### config.mk
export PLATFORM = sky130hd
export DESIGN_NAME = huff_stream_ctrl_flat
export DESIGN_NICKNAME = d
export VERILOG_FILES = /design/src/rtl/huff_stream_ctrl_if.sv /design/src/rtl/huff_stream_ctrl.sv /design/src/flat_wrapper.sv
export SDC_FILE = /design/constraint.sdc
export NUM_CORES = 1
export LEC_CHECK = 0
export ABC_AREA = 1
export ABC_CLOCK_PERIOD_IN_PS = 11300
export BUFFER_PORTS_ARGS = -buffer_cell sky130_fd_sc_hd__buf_2
export CAP_MARGIN = 40
export CORE_MARGIN = 5
export CORE_UTILIZATION = 43
export CTS_CLUSTER_SIZE = 12
export DETAILED_ROUTE_END_ITERATION = 6
export HOLD_SLACK_MARGIN = 0.1
export PLACE_DENSITY = 0.69
export REMOVE_ABC_BUFFERS = 1
export SLEW_MARGIN = 20
export SYNTH_ARGS = -nofsm -noshare
export SYNTH_HDL_FRONTEND = slang
export SYNTH_SLANG_ARGS = --single-unit
### constraint.sdc
create_clock -name clk -period 11.3 [get_ports clk]
set_input_delay 0.565 -clock clk [delete_from_list [all_inputs] [get_ports clk]]
set_output_delay 0.565 -clock clk [all_outputs]
set_load 0.01 [all_outputs]
### src/rtl/huff_stream_ctrl_if.sv
// huff_stream_ctrl_if: stream-input, decoder and symbol-output handshakes of huff_stream_ctrl
// Ports (master = controller side):
//   in_data/in_valid/in_ready      packed MSB-first stream words
//   dec_rst_n/dec_data/dec_load    decoder reset, 6-bit window and load strobe
//   dec_ready/dec_len/dec_sym      decoder result: ready pulse, symbol length, symbol
//   sym_data/sym_valid/sym_ready   decoded symbol output with backpressure
interface huff_stream_ctrl_if #(parameter int IN_W = 16);
    logic [IN_W-1:0] in_data;
    logic            in_valid, in_ready;
    logic            dec_rst_n, dec_load, dec_ready;
    logic [5:0]      dec_data;
    logic [3:0]      dec_len, dec_sym;
    logic [3:0]      sym_data;
    logic            sym_valid, sym_ready;
    modport master (
        input  in_data, in_valid, dec_ready, dec_len, dec_sym, sym_ready,
        output in_ready, dec_rst_n, dec_data, dec_load, sym_data, sym_valid
    );
    modport slave (
        output in_data, in_valid, dec_ready, dec_len, dec_sym, sym_ready,
        input  in_ready, dec_rst_n, dec_data, dec_load, sym_data, sym_valid
    );
endinterface

### src/rtl/huff_stream_ctrl.sv
// huff_stream_ctrl: sequences a packed bitstream into a 6-bit-window Huffman decoder
// Ports:
//   clk, rst        clock, asynchronous active-low reset
//   start           one-cycle pulse starting a stream (honoured in IDLE/DONE/ERR)
//   cfg_bit_len     total encoded bits of the stream, sampled on start
//   bus             stream input, decoder and symbol output handshakes (master side)
//   busy/done/err   stream active, stream finished, overrun or decoder timeout
//   sym_count       symbols emitted in the current stream
module huff_stream_ctrl #(
    parameter int IN_W    = 16,
    parameter int BUF_W   = 32,
    parameter int LEN_W   = 16,
    parameter int TIMEOUT = 15
) (
    input  logic             clk,
    input  logic             rst,
    input  logic             start,
    input  logic [LEN_W-1:0] cfg_bit_len,
    huff_stream_ctrl_if.master bus,
    output logic             busy,
    output logic             done,
    output logic             err,
    output logic [LEN_W-1:0] sym_count
);
    localparam int AW = $clog2(BUF_W + 1);
    localparam int TW = $clog2(TIMEOUT + 1);
    typedef enum logic [3:0] {IDLE, DRST, FILL1, FILL2, WAIT_SYM, EMIT, FEED, DONE, ERR} state_t;
    state_t           state;
    logic [BUF_W-1:0] bits_q, bits_n;
    logic [AW-1:0]    avail, avail_n, rem, after;
    logic [LEN_W:0]   words, words_lim, sum;
    logic [LEN_W-1:0] bit_len, consumed;
    logic [3:0]       len_q;
    logic [TW-1:0]    tmo;
    logic             exhausted, win_ok, fill, take;

    assign busy         = !(state inside {IDLE, DONE, ERR});
    assign done         = state == DONE;
    assign err          = state == ERR;
    assign exhausted    = words == words_lim;
    assign bus.in_ready = busy && avail <= AW'(BUF_W - IN_W) && !exhausted;
    assign take         = bus.in_valid && bus.in_ready;
    assign win_ok       = avail >= AW'(6) || exhausted;
    assign fill         = (state inside {FILL1, FILL2, FEED}) && win_ok;
    // WAIT_SYM checks the incoming length, EMIT commits the captured one
    assign sum          = {1'b0, consumed} + (LEN_W+1)'(state == EMIT ? len_q : bus.dec_len);

    // Buffer is left-justified: removal shifts out the top, a new word lands just below the survivors
    always_comb begin
        rem     = !fill ? '0 : state == FEED ? AW'(len_q) : AW'(6);
        after   = avail > rem ? avail - rem : '0;
        bits_n  = (bits_q << rem) | (take ? {bus.in_data, {(BUF_W-IN_W){1'b0}}} >> after : '0);
        avail_n = after + (take ? AW'(IN_W) : '0);
    end

    always_ff @(posedge clk or negedge rst) begin
        if (!rst) begin
            state         <= IDLE;
            bits_q        <= '0;
            avail         <= '0;
            words         <= '0;
            words_lim     <= '0;
            bit_len       <= '0;
            consumed      <= '0;
            len_q         <= '0;
            tmo           <= '0;
            sym_count     <= '0;
            bus.dec_rst_n <= 1'b1;
            bus.dec_data  <= '0;
            bus.dec_load  <= 1'b0;
            bus.sym_data  <= '0;
            bus.sym_valid <= 1'b0;
        end else begin
            bits_q       <= bits_n;
            avail        <= avail_n;
            if (take) words <= words + 1'b1;
            bus.dec_load <= fill;
            if (fill) bus.dec_data <= bits_q[BUF_W-1 -: 6];
            case (state)
                IDLE, DONE, ERR: if (start) begin
                    bit_len       <= cfg_bit_len;
                    words_lim     <= ((LEN_W+1)'(cfg_bit_len) + (LEN_W+1)'(IN_W - 1)) / (LEN_W+1)'(IN_W);
                    words         <= '0;
                    bits_q        <= '0;
                    avail         <= '0;
                    consumed      <= '0;
                    sym_count     <= '0;
                    bus.dec_rst_n <= cfg_bit_len == '0;
                    state         <= cfg_bit_len == '0 ? DONE : DRST;
                end
                DRST: begin
                    bus.dec_rst_n <= 1'b1;
                    state         <= FILL1;
                end
                FILL1: if (win_ok) state <= FILL2;
                FILL2, FEED: if (win_ok) state <= WAIT_SYM;
                WAIT_SYM: begin
                    tmo <= tmo + 1'b1;
                    if (bus.dec_ready || tmo == TW'(TIMEOUT - 1)) tmo <= '0;
                    if (bus.dec_ready && sum <= {1'b0, bit_len}) begin
                        bus.sym_data  <= bus.dec_sym;
                        bus.sym_valid <= 1'b1;
                        len_q         <= bus.dec_len;
                        state         <= EMIT;
                    end else if (bus.dec_ready || tmo == TW'(TIMEOUT - 1)) state <= ERR;
                end
                EMIT: if (bus.sym_ready) begin
                    bus.sym_valid <= 1'b0;
                    sym_count     <= sym_count + 1'b1;
                    consumed      <= sum[LEN_W-1:0];
                    state         <= sum == {1'b0, bit_len} ? DONE : FEED;
                end
                default: state <= IDLE;
            endcase
        end
    end
endmodule
### src/flat_wrapper.sv
// flat-port wrapper written by rule: the top's interface ports become plain ports
module huff_stream_ctrl_flat 
#(
    parameter int IN_W    = 16,
    parameter int BUF_W   = 32,
    parameter int LEN_W   = 16,
    parameter int TIMEOUT = 15
)
  (clk, rst, start, cfg_bit_len, busy, done, err, sym_count, bus_in_data, bus_in_valid, bus_dec_ready, bus_dec_len, bus_dec_sym, bus_sym_ready, bus_in_ready, bus_dec_rst_n, bus_dec_data, bus_dec_load, bus_sym_data, bus_sym_valid);
  huff_stream_ctrl_if #(.IN_W(IN_W)) bus_i ();
  input  logic clk;
  input  logic rst;
  input  logic start;
  input  logic [LEN_W-1:0] cfg_bit_len;
  output logic busy;
  output logic done;
  output logic err;
  output logic [LEN_W-1:0] sym_count;
  input wire logic [$bits(bus_i.in_data)-1:0] bus_in_data;
  input wire logic [$bits(bus_i.in_valid)-1:0] bus_in_valid;
  input wire logic [$bits(bus_i.dec_ready)-1:0] bus_dec_ready;
  input wire logic [$bits(bus_i.dec_len)-1:0] bus_dec_len;
  input wire logic [$bits(bus_i.dec_sym)-1:0] bus_dec_sym;
  input wire logic [$bits(bus_i.sym_ready)-1:0] bus_sym_ready;
  output wire logic [$bits(bus_i.in_ready)-1:0] bus_in_ready;
  output wire logic [$bits(bus_i.dec_rst_n)-1:0] bus_dec_rst_n;
  output wire logic [$bits(bus_i.dec_data)-1:0] bus_dec_data;
  output wire logic [$bits(bus_i.dec_load)-1:0] bus_dec_load;
  output wire logic [$bits(bus_i.sym_data)-1:0] bus_sym_data;
  output wire logic [$bits(bus_i.sym_valid)-1:0] bus_sym_valid;
  assign bus_i.in_data = bus_in_data;
  assign bus_i.in_valid = bus_in_valid;
  assign bus_i.dec_ready = bus_dec_ready;
  assign bus_i.dec_len = bus_dec_len;
  assign bus_i.dec_sym = bus_dec_sym;
  assign bus_i.sym_ready = bus_sym_ready;
  assign bus_in_ready = bus_i.in_ready;
  assign bus_dec_rst_n = bus_i.dec_rst_n;
  assign bus_dec_data = bus_i.dec_data;
  assign bus_dec_load = bus_i.dec_load;
  assign bus_sym_data = bus_i.sym_data;
  assign bus_sym_valid = bus_i.sym_valid;
  huff_stream_ctrl #(.IN_W(IN_W), .BUF_W(BUF_W), .LEN_W(LEN_W), .TIMEOUT(TIMEOUT)) u_core (.clk(clk), .rst(rst), .start(start), .cfg_bit_len(cfg_bit_len), .bus(bus_i), .busy(busy), .done(done), .err(err), .sym_count(sym_count));
endmodule
# == Yosys cells after proc, flatten, opt, wreduce, memory -nomap -nowiden ==
# Cells that the tools add are included.
# op_classes
n_addsub,7
order_cmp,4
n_eq_ne,17
shift,2
muxes,33
bitwise_logic,1
reduce_logical,24
# op_table
op,count
32-bit two-way mux,3
16-bit one-hot mux with 2 select lines,2
17-bit two-way mux,3
16-bit two-way mux,3
4-bit two-way mux,9
32-bit bitwise OR,1
32-bit by 6-bit << shifter with 32-bit output,1
32-bit by 6-bit right shift with 32-bit output,1
6-bit two-way mux,4
4-bit one-hot mux with 6 select lines,1
16-bit by 17-bit adder with 17-bit output,1
16-bit by 4-bit adder with 17-bit output (second input constant),1
17-bit by 1-bit adder with 17-bit output (second input constant),1
17-bit by 13-bit == test with 1-bit output,1
17-bit by 16-bit == test with 1-bit output,1
17-bit by 16-bit <= comparator with 1-bit output,1
16-bit by 1-bit adder with 16-bit output (second input constant),1
4-bit by 3-bit == test with 1-bit output (second input constant),4
16-bit logical NOT,1
4-bit by 2-bit == test with 1-bit output (second input constant),2
4-bit == test (second input constant),2
6-bit adder,1
6-bit by 3-bit >= comparator with 1-bit output (second input constant),1
6-bit > comparator,1
22 further kinds,41
# word_totals
regBits,141
in_bits,46
output_inout_bits,33
word_cells,103

# == Longest topological paths before layout ==
# logic_depth
depth_word,11
depth_mapped,30
ltp_nobuf,28

# == Worst setup path after synthesis ==
# OpenSTA, ideal clock, no wires.
# synth_path
path_type,register to register
startpoint,register u_core.state[1]
endpoint,register u_core.len_q[3]
setup_ns,0.132
arrival_ns,3.725
required_ns,11.168
setup_slack_ns,7.442
path_stages_with_launch,27
path_buffers,1
period_less_slack_ns,3.858
cell_sequence,dfrtp_1 inv_1 nand2_1 nor2_4 o21ai_0 ha_1 nand3_1 nand3_1 nand2_1 a21oi_1 nand2_1 nor3_1 nand2_1 nor3_1 xor2_1 inv_1 ha_1 nand2_1 nor4_1 nand2_1 nor2_1 nand2_1 nand2_1 nand3_1 clkbuf_1 nand2_1 o21ai_0
# synth_between
elab_chain_cells,6
elab_cells_between_ends,7
classes_between,add/sub: 1; order compare: 1; eq/ne: 2; mux: 1; reduce/logical: 2
# synth_rtl
item,line_no,rtl
start: declaration,huff_stream_ctrl.sv:28,state_t state;
start signal: assignment,huff_stream_ctrl.sv:89,state <= cfg_bit_len == '0 ? DONE : DRST;
start signal: assignment,huff_stream_ctrl.sv:111,"state <= sum == {1'b0, bit_len} ? DONE : FEED;"
4-bit by 3-bit == test with 1-bit output,huff_stream_ctrl.sv:46,"assign sum = {1'b0, consumed} + (LEN_W+1)'(state == EMIT ? len_q : bus.dec_len);"
4-bit two-way mux,huff_stream_ctrl.sv:46,
16-bit by 17-bit adder with 17-bit output,huff_stream_ctrl.sv:46,
17-bit by 16-bit <= comparator with 1-bit output,huff_stream_ctrl.sv:100,"if (bus.dec_ready && sum <= {1'b0, bit_len}) begin"
1-bit logical AND,huff_stream_ctrl.sv:100,
2-bit AND reduction (no line) *,-,
end signal: assignment,huff_stream_ctrl.sv:103,len_q <= bus.dec_len;
end: declaration,huff_stream_ctrl.sv:33,logic [3:0] len_q;
# Mark *: on every way between the ends. The rest lies on a longest branch, timed or not.
# A chain may end at the register's enable or synchronous reset.

# == Final worst setup path ==
# layout_path
startpoint,register u_core.words[11]
endpoint,register u_core.bits_q[6]
# layout_between
elab_chain_cells,11
elab_cells_between_ends,16
classes_between,add/sub: 1; order compare: 1; eq/ne: 1; shift: 2; mux: 5; bitwise: 1; reduce/logical: 5
# layout_rtl
item,line_no,rtl
start: declaration,huff_stream_ctrl.sv:31,"logic [LEN_W:0] words, words_lim, sum;"
start signal: assignment,huff_stream_ctrl.sv:76,if (take) words <= words + 1'b1;
17-bit by 13-bit == test with 1-bit output *,huff_stream_ctrl.sv:40,assign exhausted = words == words_lim;
1-bit logical OR,huff_stream_ctrl.sv:43,assign win_ok = avail >= AW'(6) || exhausted;
1-bit logical AND,huff_stream_ctrl.sv:44,"assign fill = (state inside {FILL1, FILL2, FEED}) && win_ok;"
6-bit two-way mux,huff_stream_ctrl.sv:50,rem = !fill ? '0 : state == FEED ? AW'(len_q) : AW'(6);
6-bit subtractor or 6-bit > comparator (tied branches),huff_stream_ctrl.sv:51,after = avail > rem ? avail - rem : '0;
6-bit two-way mux,huff_stream_ctrl.sv:51,
32-bit by 6-bit right shift with 32-bit output,huff_stream_ctrl.sv:52,"bits_n = (bits_q << rem) | (take ? {bus.in_data, {(BUF_W-IN_W){1'b0}}} >> after : '0);"
32-bit two-way mux,huff_stream_ctrl.sv:52,
32-bit bitwise OR *,huff_stream_ctrl.sv:52,
32-bit two-way mux,huff_stream_ctrl.sv:80,"IDLE, DONE, ERR: if (start) begin"
32-bit two-way mux *,huff_stream_ctrl.sv:79,case (state)
end signal: assignment,huff_stream_ctrl.sv:74,bits_q <= bits_n;
end: declaration,huff_stream_ctrl.sv:29,"logic [BUF_W-1:0] bits_q, bits_n;"
# Marked as above.

==> flow_summary.json <==
{
  "ys_warn_count": 0,
  "p_leak_nw": 5.87,
  "cp_max_fo": 34,
  "wl_per_cell_um": 15.8,
  "port_buffers": 78,
  "grt_pass1_vias": 9571,
  "syn2layout_area_growth_pct": 12.3,
  "synth_area_leaders": "dfrtp_1, nand3_1, nand2_1",
  "setup_tns_ns": 0,
  "synth_edf_count": 0,
  "fp.dieH_um": 164,
  "ctsResizeCount": 0,
  "track_usage_pct": 22.6,
  "synth_cells": 1527,
  "ios": 79,
  "die_w_um": 164,
  "status": "finished clean",
  "final_net_count": 1649,
  "start_util_pct": 43.6,
  "r2r-end": "u_core.bits_q[6]",
  "synthTopCellsByCount": "nand2_1, nand3_1, inv_1",
  "via_per_inst": 5.51,
  "rr_startpoint": "u_core.words[11]",
  "synth.distinct_cells": 48,
  "cts-root-buf": "clkbuf_16",
  "p_per_area_nw_per_um2": 335,
  "use_met1_pct": 32.4,
  "fillers": 2359,
  "row_count": 56,
  "busiest_layer": "met2",
  "fmax_ghz": 0.168,
  "reg2regPathDepth": 23,
  "cts_buffer_depth": 2,
  "grt-ovfl-total": 0,
  "hp-class": "input pin to async pin",
  "cp-endpoint": "u_core.bits_q[6]",
  "met3_usage_pct": 5.02,
  "synthArstFlopShare_pct": 100,
  "design_area_um2": 11500,
  "fin_crit_sh_pct": 52.6,
  "die_area_um2": 27000,
  "totalWireLength_mm": 30.1,
  "cp.required_ns": 11.59,
  "rsz0062_at_grt": "no",
  "worst_pin_slew_ns": 0.840,
  "drc_errors": 0,
  "hpwl_mm": 22.1,
  "peakVddDrop_uv": 163,
  "grt_max_degree": 70,
  "synthesis.area_um2": 10200,
  "firstDrtPassIters": 6,
  "crit_type": "flip-flop to flip-flop",
  "drt_iter0_markers": 1131,
  "synth_area_per_cell_um2": 6.70,
  "synth.top_cell.area_share_pct": 34.3,
  "post_dp_cell_area_um2": 10800,
  "post-synth-top-count-cell": "nand2_1",
  "gp_routability_congestion": 0.947,
  "grt_pass1_wl_mm": 48.8,
  "synth_seq_cells": 141,
  "period_minus_slack_ns": 5.94,
  "cts_hold_buffers": 0,
  "met2_usage_pct": 34.5,
  "core_area_um2": 23500,
  "cts_max_level": 4,
  "crit_path_start": "u_core.words[11]",
  "yosysSeqAreaShare_pct": 34.5,
  "num_vias": 10501,
  "drive_gt1_share_pct": 10.7,
  "grt_antenna_before_repair": 1,
  "clock-sinks": 141,
  "crit_path_start_kind": "flip-flop",
  "maxCapViolations": 0,
  "yosysTopAreaCell": "dfrtp_1",
  "ys.flop_type": "dfrtp_1",
  "finalHoldViolCount": 0,
  "ant_nets": 0,
  "clock_skew_ns": 0.0143,
  "cts_tree": "done",
  "cts_buffers": 17,
  "final-setup-viol-count": 0,
  "end_kind": "flip-flop",
  "clkLatencyLatePin_ns": 0.43,
  "maxSlewViolCount": 0,
  "clk_pin_slew_ns": 0.06,
  "post_cts_buffers": 0,
  "relSlewSlack_pct": 43.9,
  "arrival_ns": 6.23,
  "rrSetupSlack_ns": 5.36
}
## sequential cells by signal, indices dropped and copies added, names as in the netlist
register / flops
u_core.bits_q: 32
u_core.words: 17
u_core.bit_len: 16
u_core.consumed: 16
u_core.sym_count: 16
u_core.words_lim: 13
u_core.avail: 6
u_core.bus.dec_data: 6
u_core.bus.sym_data: 4
u_core.len_q: 4
u_core.state: 4
u_core.tmo: 4
u_core.bus.dec_load: 1
u_core.bus.dec_rst_n: 1
u_core.bus.sym_valid: 1
## logic make-up (layout without fill, tap and decap cells)
group	after synthesis	after routing	share of synthesized area [%]
compound gates	174	174	9.43
xor+xnor	17	17	1.46
fa+ha+maj	31	31	3.94
buf+inv	294	352	11.3
flops	141	141	34.5
other cells	0	1	0
simple gates	870	870	39.3
## worst min path at each step
stage	startpoint	end	slack (ns)
floorplan	rst	u_core.avail[0]	0.27
global placement	u_core.bus.sym_data[0]	u_core.bus.sym_data[0]	0.46
detailed placement	u_core.bus.sym_valid	u_core.bus.sym_valid	0.47
CTS	rst	u_core.tmo[2]	0.18
global route	rst	u_core.bus.sym_data[3]	0.21
finish	rst	u_core.bus.sym_data[3]	0.15
## critical path, stage by stage (launching register included)
cell	delay, ns
dfrtp_1	0.42
inv_1	0.10
nand2_1	0.06
nand2_1	0.05
nor2_1	0.12
nand2_1	0.08
nor2_1	0.09
nand2_1	0.11
nand2_2	0.56
nand2_4	0.27
nor2_4	0.54
inv_2	0.42
ha_1	0.45
nand2_1	0.13
o211ai_4	0.31
nand2_2	0.14
nor2_2	0.66
inv_2	0.32
nand3_1	0.20
nand3_1	0.12
nand3_1	0.14
nand2_1	0.12
o21ai_0	0.26
a21oi_1	0.10
## power by group
group	switching (mW)	leakage, nW	total (mW)	internal [mW]
Combinational	1.71	3.74	2.44	0.732
Clock	0.234	0.305	0.606	0.373
Sequential	0.105	1.83	0.798	0.693
Total	2.05	5.87	3.85	1.80
## cells in the final DEF, fill, tap and decap left out, drive strengths merged, types with 15 or more instances in the layout
cell type  synthesis  final
buf               34     88
ha                29     29
a21oi             55     55
nand3            321    321
nor3              30     30
xor2              15     15
inv              229    233
nor2              89     89
o21ai             89     89
nand2            360    360
clkbuf            28     17
dfrtp            140    140
nand4             58     58
## through the flow
stage	util, %	cells	hold slack, ns	power (mW)	worst slack (ns)
floorplan	-	1465	0.269	2.51	6.32
global placement	46.0	1870	0.462	3.18	5.61
detailed placement	46.1	1871	0.465	3.19	5.58
CTS	48.8	1903	0.176	3.82	5.56
global route	48.9	1904	0.211	4.20	4.91
finish	48.9	1905	0.154	3.85	5.36
## final cells by class
type,count,area [um^2],share of cell area [%]
Multi-Input combinational cell,1092,5540,48.3
Sequential cell,141,3530,30.7
Inverter,232,871,7.58
Timing Repair Buffer,88,504,4.39
Clock buffer,17,425,3.70
Tap cell,319,399,3.48
Clock inverter,15,210,1.83
Antenna cell,1,2.50,0.0218
## routing by layer
layer	vias up	routed length, um	part of all wire (%)
met4	2	596	2.0
li1	5150	-	-
met5	-	11	0.037
met3	42	2390	7.9
met1	4902	13500	45
met2	405	13600	45
No activity file was read; power rests on OpenSTA's default activity.
